### config.mk
export PLATFORM = sky130hd
export DESIGN_NAME = dconv_weight_arb_flat
export DESIGN_NICKNAME = d
export VERILOG_FILES = /design/src/rtl/dconv_weight_arb_pkg.sv /design/src/rtl/dconv_weight_arb_if.sv /design/src/rtl/dconv_weight_arb_rr_arbiter.sv /design/src/rtl/dconv_weight_arb.sv /design/src/flat_wrapper.sv
export SDC_FILE = /design/constraint.sdc
export NUM_CORES = 1
export LEC_CHECK = 0
export ABC_AREA = 1
export CORE_UTILIZATION = 43
export DETAILED_ROUTE_END_ITERATION = 10
export MAX_ROUTING_LAYER = met4
export PLACE_DENSITY = 0.95
export SYNTH_ARGS = -nofsm -noshare
export SYNTH_HDL_FRONTEND = slang
export SYNTH_SLANG_ARGS = --single-unit
export TNS_END_PERCENT = 30
### constraint.sdc
create_clock -name clk -period 7.01 [get_ports clk]
set_input_delay 1.402 -clock clk [delete_from_list [all_inputs] [get_ports clk]]
set_output_delay 1.402 -clock clk [all_outputs]
set_load 0.02 [all_outputs]
### src/rtl/dconv_weight_arb_pkg.sv
// Shared types and constants for the depthwise-conv weight SRAM arbiter.
package dconv_weight_arb_pkg;

    typedef enum logic {
        IDLE  = 1'b0,
        BURST = 1'b1
    } state_t;

    localparam int MAX_BURST_LEN = 16;
    localparam int WORD_STRIDE   = 4;

    // Requested lengths of 0 still fetch one word; anything past the limit is clipped.
    function automatic logic [3:0] last_word_idx(input logic [4:0] len);
        if (len == 5'd0) begin
            return 4'd0;
        end else if (len > 5'(MAX_BURST_LEN)) begin
            return 4'(MAX_BURST_LEN - 1);
        end else begin
            return 4'(len - 5'd1);
        end
    endfunction

endpackage

### src/rtl/dconv_weight_arb_if.sv
// Lane request / SRAM / return-data bundle between the conv lanes and the weight arbiter.
interface dconv_weight_arb_if #(
    parameter int NUM_LANES = 4,
    parameter int ADDR_W    = 12,
    parameter int DATA_W    = 32
);

    logic [NUM_LANES-1:0]             req;
    logic [NUM_LANES-1:0][ADDR_W-1:0] req_addr;
    logic [NUM_LANES-1:0][4:0]        req_len;
    logic [NUM_LANES-1:0]             grant;
    logic                             mem_rd_en;
    logic [ADDR_W-1:0]                mem_rd_addr;
    logic [DATA_W-1:0]                mem_rdata;
    logic [NUM_LANES-1:0]             rdata_valid;
    logic [DATA_W-1:0]                rdata;
    logic [3:0]                       rdata_idx;
    logic [NUM_LANES-1:0]             burst_done;
    logic                             layer_done_in;
    logic                             layer_done_out;

    modport slave (
        input  req, req_addr, req_len, mem_rdata, layer_done_in,
        output grant, mem_rd_en, mem_rd_addr, rdata_valid, rdata, rdata_idx,
               burst_done, layer_done_out
    );

    modport master (
        output req, req_addr, req_len, mem_rdata, layer_done_in,
        input  grant, mem_rd_en, mem_rd_addr, rdata_valid, rdata, rdata_idx,
               burst_done, layer_done_out
    );

endinterface

### src/rtl/dconv_weight_arb_rr_arbiter.sv
// Round-robin one-hot picker; the search starts one lane past the last lane that won.
module rr_arbiter #(
    parameter  int NUM_LANES = 4,
    localparam int IDX_W     = (NUM_LANES > 1) ? $clog2(NUM_LANES) : 1
) (
    input  logic                 clk,
    input  logic                 reset,
    input  logic [NUM_LANES-1:0] req,
    input  logic                 advance,
    output logic [NUM_LANES-1:0] pick,
    output logic [IDX_W-1:0]     pick_idx,
    output logic                 pick_valid
);

    logic [IDX_W-1:0] ptr;
    int               cand;

    always_comb begin
        pick       = '0;
        pick_idx   = '0;
        pick_valid = 1'b0;
        cand       = 0;
        for (int i = 1; i <= NUM_LANES; i++) begin
            cand = int'(ptr) + i;
            if (cand >= NUM_LANES) begin
                cand = cand - NUM_LANES;
            end
            if (!pick_valid && req[cand[IDX_W-1:0]]) begin
                pick_valid = 1'b1;
                pick_idx   = cand[IDX_W-1:0];
                pick       = NUM_LANES'(1) << cand[IDX_W-1:0];
            end
        end
    end

    // Pointer resets to the top lane so lane 0 has first priority.
    always_ff @(posedge clk) begin
        if (reset) begin
            ptr <= IDX_W'(NUM_LANES - 1);
        end else if (advance && pick_valid) begin
            ptr <= pick_idx;
        end
    end

endmodule

### src/rtl/dconv_weight_arb.sv
// Shares one weight SRAM between depthwise-conv lanes: round-robin burst grants,
// one read per cycle, return data tagged with owning lane and kernel slot.
module dconv_weight_arb #(
    parameter int NUM_LANES = 4,
    parameter int ADDR_W    = 12,
    parameter int DATA_W    = 32
) (
    input logic               clk,
    input logic               reset,
    dconv_weight_arb_if.slave bus
);

    import dconv_weight_arb_pkg::*;

    localparam int IDX_W = (NUM_LANES > 1) ? $clog2(NUM_LANES) : 1;

    state_t               state;
    state_t               next_state;
    logic                 take;
    logic                 issue;
    logic [NUM_LANES-1:0] pick;
    logic [IDX_W-1:0]     pick_idx;
    logic                 pick_valid;

    logic [ADDR_W-1:0]    cur_addr;
    logic [3:0]           word_idx;
    logic [3:0]           last_idx;
    logic [IDX_W-1:0]     cur_lane;

    logic                 tag_valid;
    logic                 tag_last;
    logic [IDX_W-1:0]     tag_lane;
    logic [3:0]           tag_idx;
    logic                 ret_valid;
    logic [NUM_LANES-1:0] ret_lane;
    logic [DATA_W-1:0]    ret_data;
    logic                 done_flag;

    rr_arbiter #(.NUM_LANES(NUM_LANES)) u_arb (
        .clk        (clk),
        .reset      (reset),
        .req        (bus.req),
        .advance    (take),
        .pick       (pick),
        .pick_idx   (pick_idx),
        .pick_valid (pick_valid)
    );

    always_ff @(posedge clk) begin
        if (reset) begin
            state <= IDLE;
        end else begin
            state <= next_state;
        end
    end

    // Reset masks take/issue so nothing is granted or read while reset is held.
    always_comb begin
        next_state = state;
        take       = 1'b0;
        issue      = 1'b0;
        if (!reset) begin
            case (state)
                IDLE: begin
                    if (!bus.layer_done_in && pick_valid) begin
                        take       = 1'b1;
                        next_state = BURST;
                    end
                end
                BURST: begin
                    issue = 1'b1;
                    if (word_idx == last_idx) begin
                        next_state = IDLE;
                    end
                end
                default: next_state = IDLE;
            endcase
        end
    end

    always_ff @(posedge clk) begin
        if (reset) begin
            cur_addr <= '0;
            word_idx <= '0;
            last_idx <= '0;
            cur_lane <= '0;
        end else if (take) begin
            cur_addr <= bus.req_addr[pick_idx];
            last_idx <= last_word_idx(bus.req_len[pick_idx]);
            word_idx <= '0;
            cur_lane <= pick_idx;
        end else if (issue) begin
            cur_addr <= cur_addr + ADDR_W'(WORD_STRIDE);
            word_idx <= word_idx + 4'd1;
        end
    end

    // The tag trails each read by one cycle, lining up with the SRAM data.
    always_ff @(posedge clk) begin
        if (reset) begin
            tag_valid <= 1'b0;
            tag_last  <= 1'b0;
            tag_lane  <= '0;
            tag_idx   <= '0;
        end else begin
            tag_valid <= issue;
            tag_last  <= issue && (word_idx == last_idx);
            tag_lane  <= cur_lane;
            tag_idx   <= word_idx;
        end
    end

    always_ff @(posedge clk) begin
        if (reset) begin
            done_flag <= 1'b0;
        end else if (state == IDLE && bus.layer_done_in) begin
            done_flag <= 1'b1;
        end
    end

    assign ret_valid = tag_valid && !reset;
    assign ret_lane  = NUM_LANES'(1) << tag_lane;
    assign ret_data  = ret_valid ? bus.mem_rdata : '0;

    assign bus.grant          = take ? pick : '0;
    assign bus.mem_rd_en      = issue;
    assign bus.mem_rd_addr    = issue ? cur_addr : '0;
    assign bus.rdata_valid    = ret_valid ? ret_lane : '0;
    assign bus.rdata          = ret_data;
    assign bus.rdata_idx      = ret_valid ? tag_idx : 4'd0;
    assign bus.burst_done     = (ret_valid && tag_last) ? ret_lane : '0;
    assign bus.layer_done_out = done_flag;

endmodule

### src/flat_wrapper.sv
// flat-port wrapper written by rule: the top's interface ports become plain ports
module dconv_weight_arb_flat import dconv_weight_arb_pkg::*;
#(
    parameter int NUM_LANES = 4,
    parameter int ADDR_W    = 12,
    parameter int DATA_W    = 32
)
  (clk, reset, bus_req, bus_req_addr, bus_req_len, bus_mem_rdata, bus_layer_done_in, bus_grant, bus_mem_rd_en, bus_mem_rd_addr, bus_rdata_valid, bus_rdata, bus_rdata_idx, bus_burst_done, bus_layer_done_out);
  dconv_weight_arb_if #(.NUM_LANES(NUM_LANES), .ADDR_W(ADDR_W), .DATA_W(DATA_W)) bus_i ();
  input logic clk;
  input logic reset;
  input wire logic [$bits(bus_i.req)-1:0] bus_req;
  input wire logic [$bits(bus_i.req_addr)-1:0] bus_req_addr;
  input wire logic [$bits(bus_i.req_len)-1:0] bus_req_len;
  input wire logic [$bits(bus_i.mem_rdata)-1:0] bus_mem_rdata;
  input wire logic [$bits(bus_i.layer_done_in)-1:0] bus_layer_done_in;
  output wire logic [$bits(bus_i.grant)-1:0] bus_grant;
  output wire logic [$bits(bus_i.mem_rd_en)-1:0] bus_mem_rd_en;
  output wire logic [$bits(bus_i.mem_rd_addr)-1:0] bus_mem_rd_addr;
  output wire logic [$bits(bus_i.rdata_valid)-1:0] bus_rdata_valid;
  output wire logic [$bits(bus_i.rdata)-1:0] bus_rdata;
  output wire logic [$bits(bus_i.rdata_idx)-1:0] bus_rdata_idx;
  output wire logic [$bits(bus_i.burst_done)-1:0] bus_burst_done;
  output wire logic [$bits(bus_i.layer_done_out)-1:0] bus_layer_done_out;
  assign bus_i.req = bus_req;
  assign bus_i.req_addr = bus_req_addr;
  assign bus_i.req_len = bus_req_len;
  assign bus_i.mem_rdata = bus_mem_rdata;
  assign bus_i.layer_done_in = bus_layer_done_in;
  assign bus_grant = bus_i.grant;
  assign bus_mem_rd_en = bus_i.mem_rd_en;
  assign bus_mem_rd_addr = bus_i.mem_rd_addr;
  assign bus_rdata_valid = bus_i.rdata_valid;
  assign bus_rdata = bus_i.rdata;
  assign bus_rdata_idx = bus_i.rdata_idx;
  assign bus_burst_done = bus_i.burst_done;
  assign bus_layer_done_out = bus_i.layer_done_out;
  dconv_weight_arb #(.NUM_LANES(NUM_LANES), .ADDR_W(ADDR_W), .DATA_W(DATA_W)) u_core (.clk(clk), .reset(reset), .bus(bus_i));
endmodule
# [After elaboration in Yosys (flattened, before gate mapping)]
# Index checks and enable logic that the tools add are counted.
# W data, S select, Z words.
[word_totals] register_bits=34 inputBits=107 output_inout_bits=62
[classes] add_sub_neg=11 n_lt_le_gt_ge=10 n_eq_ne=1 shifts=5 muxes=45 n_bitwise=1 reduce_logical=17
[ops] cell="$mux W12" n=4
[ops] cell="$mux W4" n=10
[ops] cell="$mux W32" n=1
[ops] cell="$bmux W12 S2" n=1
[ops] cell="$shl A1 B2 Y4 const A" n=5
[ops] cell="$mux W2" n=8
[ops] cell="$lt A2 B3 Y1 const B" n=5
[ops] cell="$mux W1" n=14
[ops] cell="$add A12 B3 Y12 const B" n=1
[ops] cell="$bmux W5 S2" n=1
[ops] cell="$ge A3 B3 Y1 const B" n=3
[ops] cell="$logic_and A1 B1 Y1" n=9
[ops] cell="$bmux W1 S2" n=4
[ops] cell="$sub A2 B1 Y2 const B" n=4
[ops] cell="$add A2 B2 Y3 const B" n=2
[ops] cell="$gt A5 B5 Y1 const B" n=1
[ops] cell="$logic_not A1 Y1" n=5
[ops] cell="$logic_not A5 Y1" n=1
[ops] cell="$mux W5" n=1
[ops] cell="$add A2 B3 Y4 const B" n=1
[ops] cell="$add A4 B1 Y4 const B" n=1
[ops] cell="$eq A4 B4 Y1" n=1
[ops] cell="$ge A4 B3 Y1 const B" n=1
[ops] cell="$sub A4 B1 Y4 const B" n=1
[ops] cell="other kinds (5)" n=5

# [Depth between registers and ports, before layout]
# Gate-level depths: netlist of run 1.
[logic_depth] ltp_word=20 mapped_depth=19

# [Modules after synthesis]
# Synthesis of run 1 repeated with hierarchy kept, for this count alone.
[unflattened] cells_unflattened=512 area_unflattened_um2=3067.9
[modules_own_cells] mod="dconv_weight_arb" instances=1 cells_each=424 area_per_inst_um2=2486.1 seq_area_each_um2=640.6
[modules_own_cells] mod="rr_arbiter" instances=1 cells_each=88 area_per_inst_um2=581.8 seq_area_each_um2=40.0

# [Worst setup path after synthesis of run 1]
# No wires, ideal clock.
[synth_timing] path_kind="input port to output port" startpoint="in bus_req[2]" endpoint="out bus_grant[2]" arrival_ns=2.977 required_ns=5.608 setup_slack_ns=2.631 path_stages=11 path_buffers=1 cell_sequence="inv_1 -> nand2_1 -> nand3_2 -> nand2_4 -> nor2_8 -> nand3_4 -> nand2_4 -> nor2_8 -> inv_4 -> buf_2 -> a311oi_1"
[synth_between] elab_chain_cells=17
[synth_rtl] element="start, declared" line="flat_wrapper.sv:12" text="input wire logic [$bits(bus_i.req)-1:0] bus_req;"
[synth_rtl] element="$bmux W1 S2" line="dconv_weight_arb_rr_arbiter.sv:28" text="if (!pick_valid && req[cand[IDX_W-1:0]]) begin"
[synth_rtl] element="$mux W1 (implied by the code)" line="dconv_weight_arb_rr_arbiter.sv:28"
[synth_rtl] element="$mux W1" line="dconv_weight_arb_rr_arbiter.sv:28"
[synth_rtl] element="$logic_not A1 Y1" line="dconv_weight_arb_rr_arbiter.sv:28"
[synth_rtl] element="$logic_and A1 B1 Y1" line="dconv_weight_arb_rr_arbiter.sv:28"
[synth_rtl] element="$mux W1" line="dconv_weight_arb_rr_arbiter.sv:28"
[synth_rtl] element="$logic_not A1 Y1" line="dconv_weight_arb_rr_arbiter.sv:28"
[synth_rtl] element="$logic_and A1 B1 Y1" line="dconv_weight_arb_rr_arbiter.sv:28"
[synth_rtl] element="$mux W1" line="dconv_weight_arb_rr_arbiter.sv:28"
[synth_rtl] element="$logic_not A1 Y1" line="dconv_weight_arb_rr_arbiter.sv:28"
[synth_rtl] element="$logic_and A1 B1 Y1" line="dconv_weight_arb_rr_arbiter.sv:28"
[synth_rtl] element="$mux W1" line="dconv_weight_arb_rr_arbiter.sv:28"
[synth_rtl] element="$logic_and A1 B1 Y1" line="dconv_weight_arb.sv:65" text="if (!bus.layer_done_in && pick_valid) begin"
[synth_rtl] element="$mux W1" line="dconv_weight_arb.sv:65"
[synth_rtl] element="$mux W1" line="dconv_weight_arb.sv:63" text="case (state)"
[synth_rtl] element="$mux W1" line="dconv_weight_arb.sv:62" text="if (!reset) begin"
[synth_rtl] element="$mux W4 *" line="dconv_weight_arb.sv:125" text="assign bus.grant = take ? pick : '0;"
[synth_rtl] element="end, declared" line="flat_wrapper.sv:17" text="output wire logic [$bits(bus_i.grant)-1:0] bus_grant;"
# Mark *: on every way between the ends. The rest lies on a longest branch, timed or not. The select of a mux whose other input is x is not followed.

# [Final worst setup path of run 1]
[layout_timing] startpoint="in reset" endpoint="out bus_rdata_valid[1]"
[layout_between] elab_chain_cells=3
[layout_rtl] element="start, declared" line="flat_wrapper.sv:11" text="input logic reset;"
[layout_rtl] element="$logic_not A1 Y1"
[layout_rtl] element="$logic_and A1 B1 Y1" line="dconv_weight_arb.sv:121" text="assign ret_valid = tag_valid && !reset;"
[layout_rtl] element="$mux W4" line="dconv_weight_arb.sv:128" text="assign bus.rdata_valid = ret_valid ? ret_lane : '0;"
[layout_rtl] element="end, declared" line="flat_wrapper.sv:20" text="output wire logic [$bits(bus_i.rdata_valid)-1:0] bus_rdata_valid;"
# No other way between the ends.

==> results of run 1 <==
## power by group through the flow
stage                     clock [W]  sequential [W]  combinational, W
after floorplan                   0        0.000274           0.00105
after global placement            0        0.000288           0.00123
after detailed placement          0        0.000291           0.00128
after CTS                  0.000153        0.000288           0.00129
after global routing       0.000161        0.000293           0.00143
final                      0.000152        0.000288           0.00130
## path summary, 6_finish.rpt
kind	startpoint	endpoint	slack, ns	cells after the start
max reg2reg	u_core.u_arb.ptr[0]$_SDFFE_PP1P_	u_core.last_idx[3]$_SDFFE_PP0N_	3.55	17
max	reset	bus_rdata_valid[1]	1.60	6
min	u_core.cur_lane[1]$_SDFFE_PP0N_	u_core.tag_lane[1]$_SDFF_PP0_	0.45	2
min reg2reg	u_core.cur_lane[1]$_SDFFE_PP0N_	u_core.tag_lane[1]$_SDFF_PP0_	0.45	2
## cell usage in the layout (no fill, tap or decap), types with 2 or more instances in the layout
master | synthesis | final
or2_0 | 6 | 6
clkdlybuf4s50_1 | 0 | 168
nor3_1 | 10 | 10
o21ai_1 | 20 | 20
nand3_4 | 2 | 2
nor2_1 | 81 | 81
clkbuf_8 | 0 | 6
nand4_1 | 10 | 10
nand3_2 | 3 | 3
xor2_1 | 8 | 8
a21oi_1 | 21 | 21
nand2_4 | 6 | 6
nand3_1 | 24 | 24
o22ai_1 | 2 | 2
inv_2 | 3 | 3
a22oi_1 | 5 | 5
or2_2 | 3 | 3
nor2_8 | 2 | 2
o221ai_1 | 2 | 2
o211ai_1 | 20 | 20
or2_1 | 6 | 6
xnor2_1 | 2 | 2
dfxtp_1 | 34 | 34
ha_1 | 11 | 11
o21ai_0 | 9 | 9
nand2_1 | 72 | 72
inv_1 | 83 | 83
nand2_2 | 13 | 13
inv_4 | 2 | 2
nor2_4 | 2 | 2
## cells in the mapped netlist, types with 8 or more instances
cell type	instances	area, µm²
inv_1	83	311.6
nor2_1	81	304.0
nand2_1	72	270.3
dfxtp_1	34	680.7
nand3_1	24	120.1
a21oi_1	21	105.1
o211ai_1	20	150.1
o21ai_1	20	100.1
nand2_2	13	81.33
ha_1	11	137.6
nand4_1	10	62.56
nor3_1	10	50.05
o21ai_0	9	45.04
xor2_1	8	70.07
## cell type report
type                       count  area, µm²  share of cell area (%)
multi-input combinational    350       1971                   40.19
timing repair buffer         169       1689                   34.45
sequential                    34      680.7                   13.88
inverter                      90      347.8                   7.094
tap                           96      120.1                   2.450
clock buffer                   6      82.58                   1.684
clock inverter                 2      12.51                  0.2552
## sequential cells by signal, summed over array words and instances, names as in the netlist
signal and flops:
u_core.tag_lane 2, u_core.u_arb.ptr 2, u_core.last_idx 4, u_core.state 1, u_core.bus.layer_done_out 1, u_core.tag_last 1, u_core.tag_valid 1, u_core.tag_idx 4
u_core.cur_addr 12, u_core.cur_lane 2, u_core.word_idx 4
## per-stage QoR
stage	instances	power, W	setup slack (ns)	cell area, µm²	hold slack [ns]
final	747	0.001738	1.602	4903	0.4452
after floorplan	491	0.001322	2.631	3122	0.4046
after CTS	747	0.001732	1.566	4903	0.4430
after global placement	739	0.001519	1.678	4808	0.4310
after global routing	747	0.001882	1.425	4903	0.4742
after detailed placement	739	0.001574	1.575	4808	0.4314
## metal layers
| metal | global-route usage, % | wire (µm) | vias up | part of all wire (%) |
|---|---|---|---|---|
| met5 | - | 0 | - | 0 |
| met4 | 14.75 | 442 | 0 | 4.2 |
| met3 | 4.360 | 717 | 39 | 6.7 |
| met2 | 53.19 | 5557 | 196 | 52 |
| met1 | 28.02 | 3910 | 1713 | 37 |
| li1 | - | - | 1883 | - |
## tightest hold or removal path: cells and delay by family, from the launching register on
| kind | cells | cell delay, ns |
|---|---|---|
| DFF | 1 | 0.30 |
| buffers and inverters | 1 | 0.07 |
| and+or+nand+nor | 1 | 0.04 |
## cells by family after synthesis
logic type | after synthesis
simple gates | 244
buf+inv | 107
compound gates | 85
flops | 34
fa+ha+maj | 11
xor+xnor | 10
==> reports/qor.txt, run 1 <==
Clock Latency Late Sink -> 0.29 ns
Max-Cap Viols -> 0
Tightest Pin Transition -> 1.213 ns
setup TNS -> 0 ns
crit path DAT -> 4.01 ns
Setup Fix Bufs, Post-CTS -> 0
most used cell along the critical path -> clkdlybuf4s50_1
CP top delay family -> buffers and inverters
multiplexer share of the synthesized area -> 0%
crit path time final -> 5.408 ns
Crit path required time -> 5.61 ns
FP Rows -> 30
Routed Antenna Nets -> 0
die width -> 87.21 µm
Leakage -> 2.149 nW
Clock transition at path regs -> 0.07 ns
CP bufs+invs -> 4
Yosys Warn Count -> 0
worst path cell trace -> clkdlybuf4s50_1 > buf_4 > inv_1 > nand2_1 > nor3_1 > clkdlybuf4s50_1
Pre-Repair DR Iteration Count -> 5
DRC violations left -> 0
largest family of logic cells by synthesized area -> simple AND/OR/NAND/NOR gates
Primary FF master, synth -> dfxtp_1
relative slew slack -> 18.94%
Synth Area in Simple Gates -> 38.56%
Area Overhead vs Synth -> 57.07%
DR iter-0 viols -> 241
Int Power -> 0.0007756 W
status -> finished clean
NumNets Final -> 768
Pwr Density -> 354.5 nW/µm²
DR vias -> 3831
Peak supply drop -> 0.3672 mV
sequential power share -> 16.6%
io pins -> 169
EDFF count, synth -> 0
CTS tree -> built
clock share of power -> 8.7%
clock skew -> 0.005579 ns
Post-CTS Hold Buffers -> 0
Final Hold Viols -> 0
Util after Layout -> 71.00%
Die ar. -> 7605 µm²
switching pwr -> 0.0009628 W
WL/cell -> 14.23 µm
Logic pwr share -> 74.7%
Final HPWL DP -> 8565 µm
nature of the critical path endpoint -> output port
Syn Area/Cell -> 6.358 µm²
Largest stage delay, worst path -> 0.70 ns
Num CTS Buffers -> 5
Slew Limit Fails -> 0
Worst setup SP type -> input port
Longest Clk Path Bufs -> 2
pin count of the biggest net entering global routing -> 41
switch share -> 55.38%
final worst-path cycle share -> 77.15%
kind of critical path -> in2out
register area share after synthesis -> 21.80%
Seq cells post-synth -> 34
Starting Density -> 45.20%
FMAX -> 184.9 MHz
grt ovf -> 0
asr flop ratio synth -> 0%
Vias/cell -> 5.129
Detailed Route WL -> 10630 µm
Root Driver -> clkbuf_8
clock tree sinks -> 34
Fillers -> 531
Adder-Cell Fraction of Synth Area -> 4.409%
Yosys cell types -> 44
CTS resizes -> 0
Worst path slowest cell -> nand2_1
class of the worst hold path -> reg2reg
RSZ-0062 raised after global routing -> false
Die Y -> 87.21 µm
gp weighted congestion -> 0.9129
core region area -> 6907 µm²
Synth Area in Compound Gates -> 17.35%
Tot GR Track Use -> 28.29%
port bufs -> 168
# H-tree levels -> 2
cell area after synthesis -> 3122 µm²
first-pass GRT wire length -> 16300 µm
antenna cells -> 0
fraction of layout cells with a size suffix above 1 -> 7.680%
# setup viols final -> 0
synthesized instance count -> 491
Net Count, Synth -> 609
vias in the first global route -> 3627
xor/xnor share of the synthesized area -> 2.806%
initial antenna violation count -> 0
Crit Path Max Fanout -> 40
No activity file was read; power rests on OpenSTA's default activity.
==> inputs of run 2 (changes only) <==
--- a/config.mk
+++ b/config.mk
@@ -6,10 +6,10 @@
 export NUM_CORES = 1
 export LEC_CHECK = 0
 export ABC_AREA = 1
-export CORE_UTILIZATION = 43
+export CORE_UTILIZATION = 36
 export DETAILED_ROUTE_END_ITERATION = 10
 export MAX_ROUTING_LAYER = met4
-export PLACE_DENSITY = 0.95
+export PLACE_DENSITY = 0.86
 export SYNTH_ARGS = -nofsm -noshare
 export SYNTH_HDL_FRONTEND = slang
 export SYNTH_SLANG_ARGS = --single-unit
==> constraint.sdc (replaced) <==
create_clock -name clk -period 4.3 [get_ports clk]
set_input_delay 0.86 -clock clk [delete_from_list [all_inputs] [get_ports clk]]
set_output_delay 0.86 -clock clk [all_outputs]
set_load 0.02 [all_outputs]
==> run 2 against run 1 <==
Effect of this change:
- critical path depth increased by 5
- die area increased by 19%
- register-to-register slack got worse by 2.4 ns
- cell area increased by 0.79%
- clock power increased by 47%
- combinational power increased by 64%
- sequential share of layout area decreased by 0.11 points
- global-route usage decreased by 4.5 points
- critical endpoint is now bus_grant[2]
- largest cell class unchanged
==> reports/qor.txt, run 2 (synthesized netlist as in run 1, its figures left out) <==
placed instance count -> 753
FP Rows -> 33
clock skew -> 0.004976 ns
Vias/cell -> 4.947
Clock Latency Late Sink -> 0.28 ns
Leakage -> 2.168 nW
Starting Density -> 37.61%
setup TNS -> 0 ns
port bufs -> 168
Num CTS Buffers -> 5
Hold WS -> 0.4319 ns
# setup viols final -> 0
final worst-path cycle share -> 96.91%
# H-tree levels -> 2
Crit path required time -> 3.44 ns
crit path time final -> 4.167 ns
design area -> 4942 µm²
clock tree sinks -> 34
kind of critical path -> in2out
Pwr Density -> 569.3 nW/µm²
nature of the critical path endpoint -> output port
M1 GR Usage -> 23.17%
gp weighted congestion -> 0.8957
Worst path slowest cell -> clkdlybuf4s50_1
most frequent cells in the layout -> clkdlybuf4s50_1, inv_1, nor2_1
NumNets Final -> 773
io pins -> 169
M3 GR Usage -> 4.386%
Slew Limit Fails -> 0
Root Driver -> clkbuf_8
Die Y -> 95.12 µm
pin count of the biggest net entering global routing -> 41
Setup Fix Bufs, Post-CTS -> 0
core region area -> 8299 µm²
Clock transition at path regs -> 0.06 ns
DR iter-0 viols -> 196
Worst setup SP type -> input port
Top reg by flops -> u_core.cur_addr
DR vias -> 3760
fraction of layout cells with a size suffix above 1 -> 8.104%
crit path DAT -> 3.31 ns
max reg flops -> 12
class of the worst hold path -> reg2reg
RSZ-0062 raised after global routing -> false
first-pass GRT wire length -> 16170 µm
Routed Antenna Nets -> 0
initial antenna violation count -> 1
most common cell after layout, fill and taps aside -> clkdlybuf4s50_1
Tot GR Track Use -> 23.78%
Layout Cells excl Fill -> 760
Peak supply drop -> 0.4592 mV
Area Overhead vs Synth -> 58.32%
CTS tree -> built
Crit Path Max Fanout -> 8
Die ar. -> 9048 µm²
FMAX -> 240.0 MHz
Tightest Pin Transition -> 0.4539 ns
grt ovf -> 0
Final Hold Viols -> 0
Pre-Repair DR Iteration Count -> 4
Largest stage delay, worst path -> 0.68 ns
DRC violations left -> 0
GRT Max-Usage Layer -> met2
Longest Clk Path Bufs -> 2
met2 Track Usage GR -> 43.93%
Max-Cap Viols -> 0
Final HPWL DP -> 8397 µm
dpl cell area -> 4857 µm²
WL/cell -> 13.61 µm
Post-CTS Hold Buffers -> 0
CTS resizes -> 0
status -> finished clean
worst path cell trace -> clkdlybuf4s50_1 > inv_1 > nand2_1 > nand3_2 > nand2_4 > nor2_8 > nand2_2 > nor2_1 > inv_1 > a311oi_1 > clkdlybuf4s50_1
die width -> 95.12 µm
relative slew slack -> 69.56%
vias in the first global route -> 3593
Detailed Route WL -> 10340 µm
==> run 2: cell types whose count changed in the layout (fill, tap and decap cells not counted) <==
cell	change
buf_4	+5
clkinv_2	-1
diode_2	+1
clkinvlp_4	-1
==> run 2: layout make-up <==
class                      count  area (µm²)
multi-input combinational    350        1971
tap                          105       131.4
timing repair buffer         174        1727
fill                         742        3357
antenna                        1       2.502
clock buffer                   6       82.58
inverter                      90       347.8
sequential                    34       680.7
==> run 2: path summary, 6_finish.rpt <==
| kind | from | end | slack (ns) | cells past startpoint |
|---|---|---|---|---|
| min | u_core.cur_lane[1]$_SDFFE_PP0N_ | u_core.tag_lane[1]$_SDFF_PP0_ | 0.43 | 2 |
| min reg2reg | u_core.cur_lane[1]$_SDFFE_PP0N_ | u_core.tag_lane[1]$_SDFF_PP0_ | 0.43 | 2 |
| max reg2reg | u_core.u_arb.ptr[1]$_SDFFE_PP1P_ | u_core.last_idx[3]$_SDFFE_PP0N_ | 1.18 | 17 |
| max | bus_req[2] | bus_grant[2] | 0.13 | 11 |
==> run 2: through the flow <==
step / setup slack (ns) / power, W / util [%]
after CTS: 0.1751 / 0.002806 / 59.52
after floorplan: 0.9693 / 0.002156 / -
after global routing: 0.009602 / 0.003083 / 59.55
final: 0.1328 / 0.002814 / 59.55
after global placement: 0.3116 / 0.002506 / 58.53
after detailed placement: 0.1866 / 0.002570 / 58.53
==> run 2: critical path: cells and delay by family <==
family,cells,cell delay [ns]
buffers and inverters,4,1.32
AOI/OAI and AO/OA,1,0.28
and+or+nand+nor,6,0.84
==> run 2: metal layers <==
layer,up-vias,part of all wire (%)
li1,1892,-
met1,1679,36
met2,161,51
met3,28,8.9
met4,0,4.2
met5,-,0
==> run 2: where the power goes <==
group / total, W / internal, W / switching [W] / leakage, nW
clock network: 0.000224 / 0.000123 / 0.000100 / 0.0431
logic: 0.00213 / 0.000756 / 0.00137 / 1.85
registers: 0.000460 / 0.000395 / 0.0000645 / 0.279
==> RTL change (settings of run 2) <==
Reset style: asynchronous (`reset`), changed in 5 clocked blocks.
--- a/src/rtl/dconv_weight_arb_rr_arbiter.sv
+++ b/src/rtl/dconv_weight_arb_rr_arbiter.sv
@@ -35,5 +35,5 @@
 
     // Pointer resets to the top lane so lane 0 has first priority.
-    always_ff @(posedge clk) begin
+    always_ff @(posedge clk or posedge reset) begin
         if (reset) begin
             ptr <= IDX_W'(NUM_LANES - 1);
--- a/src/rtl/dconv_weight_arb.sv
+++ b/src/rtl/dconv_weight_arb.sv
@@ -47,5 +47,5 @@
     );
 
-    always_ff @(posedge clk) begin
+    always_ff @(posedge clk or posedge reset) begin
         if (reset) begin
             state <= IDLE;
@@ -79,5 +79,5 @@
     end
 
-    always_ff @(posedge clk) begin
+    always_ff @(posedge clk or posedge reset) begin
         if (reset) begin
             cur_addr <= '0;
@@ -97,5 +97,5 @@
 
     // The tag trails each read by one cycle, lining up with the SRAM data.
-    always_ff @(posedge clk) begin
+    always_ff @(posedge clk or posedge reset) begin
         if (reset) begin
             tag_valid <= 1'b0;
@@ -111,5 +111,5 @@
     end
 
-    always_ff @(posedge clk) begin
+    always_ff @(posedge clk or posedge reset) begin
         if (reset) begin
             done_flag <= 1'b0;
Function: differs if reset is asserted again (counterexample within 4 cycles, from zero or initial values and one cycle with reset high); with reset held inactive, the same outputs for 10 cycles.
==> RTL change against run 2 <==
Power increased by 25%; count of clock-buffer cells in the layout increased by 1; fmax increased by 0.63%; largest cell class unchanged; cell count decreased by 3.2%; highest routed layer unchanged; area after synthesis decreased by 0.28%; routed wire length decreased by 8.4%; critical path type is now flip-flop to output pin; clock skew increased by 0.0017 ns; combinational power increased by 24%; sequential cell count unchanged; largest power group unchanged; register-to-register slack got worse by 0.30 ns; setup slack improved by 0.026 ns; cell area increased by 0.46%; critical path depth unchanged; critical endpoint is now bus_grant[1].
==> RTL change: results <==
[status]
status = finished clean

[power_and_ir_drop]
ir_drop_uv = 712
p_sw_share_pct = 55.4
p_leak_uw = 0.00231

[yosys]
synth_top_area_share_pct = 25.7
async_flop_share_pct = 100
syn_nets = 584
synthAdderAreaFrac_pct = 4.42
synth.mux.area_fraction_pct = 0
synthXorXnorAreaFrac_pct = 2.81
synth-seq-area-share_pct = 27.4
synth_cell_type_count = 46
synthTopCellsByArea = dfrtp_1 (26%), nor2_1 (10%), nand2_1 (9.4%)
synth_compound_area_share_pct = 14.7
synth_common_cells = nor2_1 (84), nand2_1 (78), inv_1 (74)
yosysWarnings = 0

[placed_design]
io_buffers = 168
gp_congestion = 0.939
hpwl_um = 7740

[worst_setup_path]
critPathArrivalTime_ns = 3.28
reg2reg_to = u_core.last_idx[0]
rrSetupSlack_ns = 0.88
reg2reg_depth = 16
worst_r2r_startpoint = u_core.u_arb.ptr[1]

[final_layout]
antenna_cells = 0
largest_register_ffs = 12
drive_gt1_share_pct = 8.72
nNetsFinal = 748

[min_path]
hold_path_end = u_core.tag_lane[0]
holdPathStages = 0
worstHoldStart = u_core.cur_lane[0]
hp-class = flip-flop to flip-flop

[clock_tree]
cts_inserted_buffers = 5
clock-root-buffer = clkbuf_8

[global_routing]
globalRouteTotalUtil_pct = 21.6
antenna_found_initial = 0
first_global_vias = 3270
grt_pass1_wl_um = 14800

[routing]
wl_per_cell_um = 12.9
drt_iter0_markers = 205
vias = 3651
dr.pass1.iters = 5

[timing]
fin_skew_ns = 0.00669
worst_pin_slew_ns = 0.515
[RTL change: per-stage QoR]
stage	std cells	total power (uW)	setup slack (ns)	hold slack [ns]	instance area, um2
after floorplan	466	2690	0.812	0.354	3110
after global placement	728	3150	0.455	0.374	4870
after detailed placement	728	3260	0.301	0.388	4870
after CTS	736	3510	0.192	0.406	4960
after global routing	736	3870	0.0137	0.427	4960
final	736	3520	0.159	0.407	4960
[RTL change: layer usage]
layer | vias up | wire [um] | GRT usage (%)
met1 | 1639 | 3760 | 24.6
met5 | - | 0 | -
met2 | 175 | 4810 | 38.5
met3 | 15 | 764 | 3.78
li1 | 1822 | - | -
met4 | 0 | 135 | 6.57
[RTL change: power groups by stage]
| stage | combinational, uW | clock, uW | sequential [uW] |
|---|---|---|---|
| final | 2640 | 243 | 636 |
| after global routing | 2950 | 261 | 659 |
| after CTS | 2630 | 246 | 631 |
| after detailed placement | 2620 | 0 | 636 |
| after global placement | 2530 | 0 | 626 |
| after floorplan | 2110 | 0 | 581 |
[RTL change: repair_timing]
item                                    in CTS  in global routing
resized for setup                            0                  1
setup buffers                                0                  0
endpoints found under the setup margin       0                  1
hold buffers                                 0                  0
[RTL change: worst max-delay path by stage]
stage	from	endpoint	slack [ns]
final	u_core.u_arb.ptr[1]	bus_grant[1]	0.16
after global routing	u_core.u_arb.ptr[1]	bus_grant[1]	0.01
after CTS	u_core.u_arb.ptr[0]	bus_grant[1]	0.19
after detailed placement	bus_req[1]	bus_grant[1]	0.30
after global placement	bus_req[1]	bus_grant[2]	0.45
after floorplan	reset	bus_grant[0]	0.81
[RTL change: area by class of cell]
type                       count  area [um2]
sequential                    34         857
multi-input combinational    336        1860
tap                          105         131
fill                         708        3330
clock inverter                 1        5.00
timing repair buffer         173        1720
inverter                      80         305
clock buffer                   7        86.3
[RTL change: kinds of logic (layout without fill, tap and decap cells)]
group,after synthesis,count (layout)
XOR/XNOR,10,10
buffers and inverters,96,261
AND/OR/NAND/NOR,240,240
flip-flops,34,34
adder cells (fa/ha/maj),11,11
AO/OA/AOI/OAI,75,75
[RTL change: worst max-delay path, cell delays in order, from the launching register on]
cell and delay [ns]:
dfstp_2 0.63, inv_1 0.17, ha_1 0.42, inv_1 0.12, nand2_4 0.11, nand2_8 0.08, nor2_8 0.15, nand2_2 0.09
nor2_1 0.24, nand2_1 0.12, a21oi_1 0.22, clkdlybuf4s50_1 0.64
